[src/rtl/phv_assembler_if.sv]
// phv_assembler_if: beat-stream input and PHV output bundle of phv_assembler.
//   i_pkt_valid / i_pkt_data / i_pkt_last : packet beat stream (first byte in MSBs)
//   o_pkt_ready                           : beat accept
//   o_phv_out_valid / o_phv_out           : one-cycle PHV pulse toward the parser
// master = packet source / PHV sink, slave = the assembler.
`timescale 1ns/1ps
interface phv_assembler_if #(
    parameter int DATA_WIDTH = 256,
    parameter int PHV_WIDTH  = 1024
);
    logic                  i_pkt_valid;
    logic [DATA_WIDTH-1:0] i_pkt_data;
    logic                  i_pkt_last;
    logic                  o_pkt_ready;
    logic                  o_phv_out_valid;
    logic [PHV_WIDTH-1:0]  o_phv_out;

    modport master (
        output i_pkt_valid, i_pkt_data, i_pkt_last,
        input  o_pkt_ready, o_phv_out_valid, o_phv_out
    );

    modport slave (
        input  i_pkt_valid, i_pkt_data, i_pkt_last,
        output o_pkt_ready, o_phv_out_valid, o_phv_out
    );
endinterface

[src/rtl/phv_assembler.sv]
// phv_assembler: packs the leading PHV_WIDTH bits of each packet beat stream
// into one PHV word and emits it as a single-cycle pulse for the parser.
// Beats past the PHV window are drained; such packets bump the truncation count.
//   i_clk, i_rst_n : clock, asynchronous active-low reset
//   bus (slave)    : beat stream in (valid/ready/last), PHV pulse out
//   o_pkt_cnt      : PHVs emitted (wraps)
//   o_trunc_cnt    : packets longer than the PHV window (wraps)
`timescale 1ns/1ps
module phv_assembler #(
    parameter int PHV_WIDTH  = 1024,
    parameter int DATA_WIDTH = 256,
    localparam int BEATS          = PHV_WIDTH / DATA_WIDTH,
    localparam int BEAT_CNT_WIDTH = $clog2(BEATS) + 1
) (
    input  logic               i_clk,
    input  logic               i_rst_n,
    phv_assembler_if.slave     bus,
    output logic [31:0]        o_pkt_cnt,
    output logic [31:0]        o_trunc_cnt
);

    localparam logic [BEAT_CNT_WIDTH-1:0] LAST_IDX = BEAT_CNT_WIDTH'(BEATS - 1);

    typedef enum logic [1:0] {IDLE, FILL, DRAIN} state_t;

    state_t                    state_q, state_d;
    logic                      ready_q;
    logic [BEAT_CNT_WIDTH-1:0] idx_q, idx_d;
    logic [PHV_WIDTH-1:0]      buf_p0, buf_d;
    logic [PHV_WIDTH-1:0]      phv_p1;
    logic                      vld_p1;
    logic [31:0]               pkt_cnt_p1;
    logic [31:0]               trunc_cnt_q;

    logic accept;
    logic emit;
    logic trunc_inc;
    logic load_first;
    logic store_beat;

    assign accept = bus.i_pkt_valid && ready_q;

    // State register
    always_ff @(posedge i_clk or negedge i_rst_n) begin
        if (!i_rst_n) begin
            state_q <= IDLE;
        end else begin
            state_q <= state_d;
        end
    end

    // Next-state logic
    always_comb begin
        state_d = state_q;
        if (accept) begin
            case (state_q)
                IDLE: begin
                    if (!bus.i_pkt_last) begin
                        state_d = (BEATS == 1) ? DRAIN : FILL;
                    end
                end
                FILL: begin
                    if (bus.i_pkt_last) begin
                        state_d = IDLE;
                    end else if (idx_q == LAST_IDX) begin
                        state_d = DRAIN;
                    end
                end
                DRAIN: begin
                    if (bus.i_pkt_last) begin
                        state_d = IDLE;
                    end
                end
                default: state_d = IDLE;
            endcase
        end
    end

    // FSM outputs: emit strobe, truncation strobe, buffer write controls
    always_comb begin
        emit       = 1'b0;
        trunc_inc  = 1'b0;
        load_first = 1'b0;
        store_beat = 1'b0;
        idx_d      = idx_q;
        if (accept) begin
            case (state_q)
                IDLE: begin
                    load_first = 1'b1;
                    emit       = bus.i_pkt_last || (BEATS == 1);
                    idx_d      = BEAT_CNT_WIDTH'(1);
                end
                FILL: begin
                    store_beat = 1'b1;
                    emit       = bus.i_pkt_last || (idx_q == LAST_IDX);
                    idx_d      = idx_q + BEAT_CNT_WIDTH'(1);
                end
                DRAIN: begin
                    trunc_inc = bus.i_pkt_last;
                end
                default: ;
            endcase
        end
    end

    // First beat clears the whole buffer so nothing from the previous packet
    // survives; later beats only overwrite their own slot.
    always_comb begin
        buf_d = buf_p0;
        if (load_first) begin
            buf_d = '0;
            buf_d[PHV_WIDTH-1 -: DATA_WIDTH] = bus.i_pkt_data;
        end else if (store_beat) begin
            buf_d[PHV_WIDTH-1 - int'(idx_q)*DATA_WIDTH -: DATA_WIDTH] = bus.i_pkt_data;
        end
    end

    // Stage p0 -> p1: assembly buffer, PHV output register and counters.
    // The PHV is taken from buf_d so the completing beat is included with
    // one cycle of latency.
    always_ff @(posedge i_clk or negedge i_rst_n) begin
        if (!i_rst_n) begin
            ready_q     <= 1'b0;
            idx_q       <= '0;
            buf_p0      <= '0;
            phv_p1      <= '0;
            vld_p1      <= 1'b0;
            pkt_cnt_p1  <= '0;
            trunc_cnt_q <= '0;
        end else begin
            ready_q <= 1'b1;
            idx_q   <= idx_d;
            buf_p0  <= buf_d;
            vld_p1  <= emit;
            if (emit) begin
                phv_p1     <= buf_d;
                pkt_cnt_p1 <= pkt_cnt_p1 + 32'd1;
            end
            if (trunc_inc) begin
                trunc_cnt_q <= trunc_cnt_q + 32'd1;
            end
        end
    end

    assign bus.o_pkt_ready     = ready_q;
    assign bus.o_phv_out_valid = vld_p1;
    assign bus.o_phv_out       = phv_p1;
    assign o_pkt_cnt           = pkt_cnt_p1;
    assign o_trunc_cnt         = trunc_cnt_q;

endmodule

[src/flat_wrapper.sv]
// flat-port wrapper written by rule: the top's interface ports become plain ports
module phv_assembler_flat 
#(
    parameter int PHV_WIDTH  = 1024,
    parameter int DATA_WIDTH = 256,
    localparam int BEATS          = PHV_WIDTH / DATA_WIDTH,
    localparam int BEAT_CNT_WIDTH = $clog2(BEATS) + 1
)
  (i_clk, i_rst_n, o_pkt_cnt, o_trunc_cnt, bus_i_pkt_valid, bus_i_pkt_data, bus_i_pkt_last, bus_o_pkt_ready, bus_o_phv_out_valid, bus_o_phv_out);
  phv_assembler_if #(.DATA_WIDTH(DATA_WIDTH), .PHV_WIDTH(PHV_WIDTH)) bus_i ();
  input  logic i_clk;
  input  logic i_rst_n;
  output logic [31:0] o_pkt_cnt;
  output logic [31:0] o_trunc_cnt;
  input wire logic [$bits(bus_i.i_pkt_valid)-1:0] bus_i_pkt_valid;
  input wire logic [$bits(bus_i.i_pkt_data)-1:0] bus_i_pkt_data;
  input wire logic [$bits(bus_i.i_pkt_last)-1:0] bus_i_pkt_last;
  output wire logic [$bits(bus_i.o_pkt_ready)-1:0] bus_o_pkt_ready;
  output wire logic [$bits(bus_i.o_phv_out_valid)-1:0] bus_o_phv_out_valid;
  output wire logic [$bits(bus_i.o_phv_out)-1:0] bus_o_phv_out;
  assign bus_i.i_pkt_valid = bus_i_pkt_valid;
  assign bus_i.i_pkt_data = bus_i_pkt_data;
  assign bus_i.i_pkt_last = bus_i_pkt_last;
  assign bus_o_pkt_ready = bus_i.o_pkt_ready;
  assign bus_o_phv_out_valid = bus_i.o_phv_out_valid;
  assign bus_o_phv_out = bus_i.o_phv_out;
  phv_assembler #(.PHV_WIDTH(PHV_WIDTH), .DATA_WIDTH(DATA_WIDTH)) u_core (.i_clk(i_clk), .i_rst_n(i_rst_n), .bus(bus_i), .o_pkt_cnt(o_pkt_cnt), .o_trunc_cnt(o_trunc_cnt));
endmodule
[config.mk]
export PLATFORM = sky130hd
export DESIGN_NAME = phv_assembler_flat
export DESIGN_NICKNAME = d
export VERILOG_FILES = /design/src/rtl/phv_assembler_if.sv /design/src/rtl/phv_assembler.sv /design/src/flat_wrapper.sv
export SDC_FILE = /design/constraint.sdc
export NUM_CORES = 2
export LEC_CHECK = 0
export ABC_AREA = 1
export CORE_AREA = 4 4 530 532
export CTS_CLUSTER_DIAMETER = 30
export DETAILED_ROUTE_END_ITERATION = 10
export DIE_AREA = 0 0 534 536
export GPL_ROUTABILITY_DRIVEN = 0
export HOLD_SLACK_MARGIN = 0.12
export PLACE_DENSITY = 0.47
export RECOVER_POWER = 50
export SYNTH_ARGS = -nofsm -noshare
export SYNTH_HDL_FRONTEND = slang
export SYNTH_SLANG_ARGS = --single-unit
[constraint.sdc]
create_clock -name i_clk -period 2.2 [get_ports i_clk]
set_input_delay 0.44 -clock i_clk [delete_from_list [all_inputs] [get_ports i_clk]]
set_output_delay 0.44 -clock i_clk [all_outputs]
set_load 0.01 [all_outputs]
==> run_results.csv <==
group,metric,value,unit
clocking,clk_latency,980,ps
logic_synthesis,post_syn_instances,10109,
pwr,power.sequential.fraction,33.0,%
logic_synthesis,synth_enable_flop_cells,0,
logic_synthesis,ys_types,34,
timing,slew_headroom,-4.03,%
clocking,clock_sink_count,2119,
clocking,clk_pin_slew,40,ps
critical_path,worstPathRequired,3030,ps
logic_synthesis,yosys.cell_count.top_type,"nand2_1",
global_route,first_global_vias,75061,
pwr,power_per_cell_area,1400,nW/um2
logic_synthesis,synthesis.area,85700,um2
die,ios,1350,
routing,detail_route.wl_per_cell,21.8,um
routing,drt_iter0_drc,5514,
timing,tightestPinTransition,1560,ps
timing,period_share,97.1,%
place,placedInstanceArea,107000,um2
pwr,power.static_leakage,67.8,nW
critical_path,critical_path.endpoint,"u_core.bus.o_phv_out[819]",
status,violations,"max-capacitance violations, max-slew violations",
pwr,p_int,0.122,W
routing,route.detailed.vias_per_inst,4.59,
logic_synthesis,postSynthAreaPerCell,8.48,um2
global_route,grt_pass1_wl,513,mm
critical_path,r2r_slack,60,ps
pwr,sw_frac_of_total,31.0,%
timing,final.min_clock_period,2140,ps
die,die_width,534,um
die,design.core.area,276000,um2
critical_path,critical_path.startpoint,"u_core.idx_q[0]",
clocking,h-tree-depth,6,
timing,finalSetupTns,0,ps
logic_synthesis,ys.flop_type,"dfrtp_1",
clocking,cts_max_path_buffers,4,
critical_path,critical_path.endpoint_type,"flop",
timing,report.final.hold_viol_count,0,
die,std_cell_rows,193,
routing,ant_nets,0,
die,die_h,536,um
critical_path,end_of_the_worst_register_to_register_path,"u_core.bus.o_phv_out[819]",
routing,detail_route.drc_violations,0,
layout,post_route_cells_drive_above_1_share,16.0,%
layout,postLayoutCellArea,126000,um2
timing,worst_slack,62.7,ps
timing,slew_violations,28,
clocking,cts-root-buf,"clkbuf_16",
critical_path,rr_startpoint,"u_core.idx_q[0]",
layout,finish.net_count,12347,
place,detailedPlace.worstSlack,-583,ps
clocking,tritoncts,"built",
global_route,grt_overflow_total,0,
logic_synthesis,synth_seq_area_share,61.9,%
logic_synthesis,synthesis.yosys.warnings,0,
pwr,vdd.ir_drop.worst,842,uV
place,numPortBuffers,1349,
logic_synthesis,synthTopCellsByArea,"dfrtp_1, nand2_1, nor2_1, inv_1, buf_2",
job,max_cap_violations,1,
pwr,power.combinational.fraction,21.2,%
pwr,share_clk_of_total_power,45.8,%
die,initial_core_util,31.0,%
critical_path,critical_path_class,"flop to flop",
critical_path,crit_path_top_delay_cell,"dfrtp_1",
die,floorplan_die_area,286000,um2
critical_path,worstSetupStartpointType,"flop",
place,post-place-cells,15163,
routing,routed-via-count,74424,
logic_synthesis,ys_ff_latch,2119,
layout,area_growth,47.2,%
status,result_of_the_run,"complete, but fails checks",
layout,layoutNonFillerInstCount,16224,
routing,drt-total-wl,354,mm
logic_synthesis,synthDominantAreaCellType,"dfrtp_1",
critical_path,slowest_delay,370,ps
logic_synthesis,asyncSetResetFlopFracSynth,100,%
logic_synthesis,synthesized_netlist_net_count,10373,
logic_synthesis,synth.top_cells.by_count,"nand2_1, dfrtp_1, nor2_1",
pwr,net-switching-power,0.0546,W
critical_path,critPathMaxFanout,14,
hold_path,hold_path.class,"primary input to flop",
critical_path,worst_ep_arrival_time,2970,ps
timing,fmax,0.468,GHz
logic_synthesis,synth_top_area_share,61.9,%
global_route,maximum_number_of_pins_on_one_net_before_global_route_repair,116,
global_route,number_of_antenna_violations_at_the_first_check_in_global_routing,11,
critical_path,r2r.worst_path.cells,10,
place,post-dp-hpwl,255,mm
global_route,global_route.usage.total,24.0,%
timing,setup_violations,0,
routing,detailed_router_iteration_count_before_antenna_repair,8,
timing,fin_worst_skew,53.2,ps
critical_path,timing.critical_path.cells,"buf_4, nor2_1, nand2_1, a21oi_4, buf_4, clkbuf_16, buf_12, nand2_1, o21ai_0, o21ai_1",
clocking,tritoncts.num_buffers,532,
-- critical path: cells and delay by family, from the launching register on --
kind	cells	cell delay [ps]
and+or+nand+nor	3	330
buffers and inverters	4	750
AOI/OAI and AO/OA	3	540
DFF	1	370
-- placed cells by master (no fill, tap or decap), drive strengths merged, types with 4 or more instances in the layout --
cell	instances
bufinv	59
clkinv	135
o21a	138
nor2	1401
nand3b	9
xnor2	15
dfrtp	2119
o21ai	539
inv	613
clkbuf	790
ha	4
or2	6
nand3	162
xor2	20
nand2	4522
clkinvlp	25
clkdlybuf4s15	512
nand4	13
o21bai	5
dlygate4sd2	469
buf	680
diode	6
dlygate4sd3	6
clkdlybuf4s50	258
-- worst min path at each step --
stage / start / endpoint / cells after the start
6_report: bus_i_pkt_data[234] / u_core.buf_p0[490] / 5
5_1_grt: bus_i_pkt_data[166] / u_core.buf_p0[934] / 3
4_1_cts: bus_i_pkt_data[234] / u_core.buf_p0[490] / 5
3_5_place_dp: i_rst_n / u_core.buf_p0[76] / 1
3_3_place_gp: i_rst_n / u_core.buf_p0[76] / 1
2_1_floorplan: i_rst_n / u_core.buf_p0[0] / 0
-- power groups by stage --
stage | Combinational, W | Sequential [W] | Clock [W]
floorplan | 0.0151 | 0.0580 | 0
global placement | 0.0401 | 0.0584 | 0
detailed placement | 0.0405 | 0.0585 | 0
CTS | 0.0378 | 0.0582 | 0.0819
global route | 0.0414 | 0.0593 | 0.0843
finish | 0.0374 | 0.0583 | 0.0807
-- through the flow --
step | power (W) | util (%) | hold WS, ps
final | 0.176 | 45.7 | 207
after CTS | 0.178 | 45.8 | 122
after detailed placement | 0.0990 | 38.9 | 376
after global placement | 0.0985 | 38.9 | 376
after floorplan | 0.0732 | - | 144
after global routing | 0.185 | 45.7 | 174
-- metal layers --
metal | up-vias | GRT usage (%) | part of all wire, %
met4 | 4 | 9.07 | 3.8
li1 | 34901 | - | -
met3 | 561 | 6.24 | 7.2
met2 | 2590 | 37.2 | 45
met1 | 36368 | 32.3 | 44
met5 | - | 0 | 0.0085
-- final cells by class --
type | count | area [um2]
flip-flops and latches | 2119 | 53200
repair buffers | 1994 | 19500
diodes | 6 | 15.0
multi-input cells | 6845 | 27700
clock buffers | 723 | 15200
clock inverters | 241 | 3610
inverters | 591 | 2260
well taps | 3705 | 4640
fillers | 26793 | 150000
-- logic make-up (layout without fill, tap and decap cells) --
| logic type | count (synthesis) | count (layout) | share of synthesized area (%) |
|---|---|---|---|
| flops | 2119 | 2119 | 61.9 |
| fa+ha+maj | 4 | 4 | 0.0584 |
| xor+xnor | 35 | 35 | 0.358 |
| buf+inv | 1145 | 3549 | 5.85 |
| compound gates | 688 | 688 | 4.44 |
| other cells | 1 | 7 | 0.00438 |
| simple gates | 6117 | 6117 | 27.4 |
-- flip-flops by register name, summed over array words and instances (netlist names) --
name and count:
u_core.buf_p0 1024, u_core.bus.o_phv_out 1024, u_core.o_pkt_cnt 32, u_core.o_trunc_cnt 32, u_core.idx_q 3, u_core.state_q 2
u_core.bus.o_phv_out_valid 1, u_core.bus.o_pkt_ready 1
-- what timing repair did --
action	CTS	global route
endpoints found under the setup margin	1080	56
hold buffers	6	0
gates cloned	0	2
resized for setup	2210	28
setup buffers	78	5
pin swaps	0	2
endpoints found under the hold margin	1875	0
Note: power is estimated with default switching activity, not from simulation.
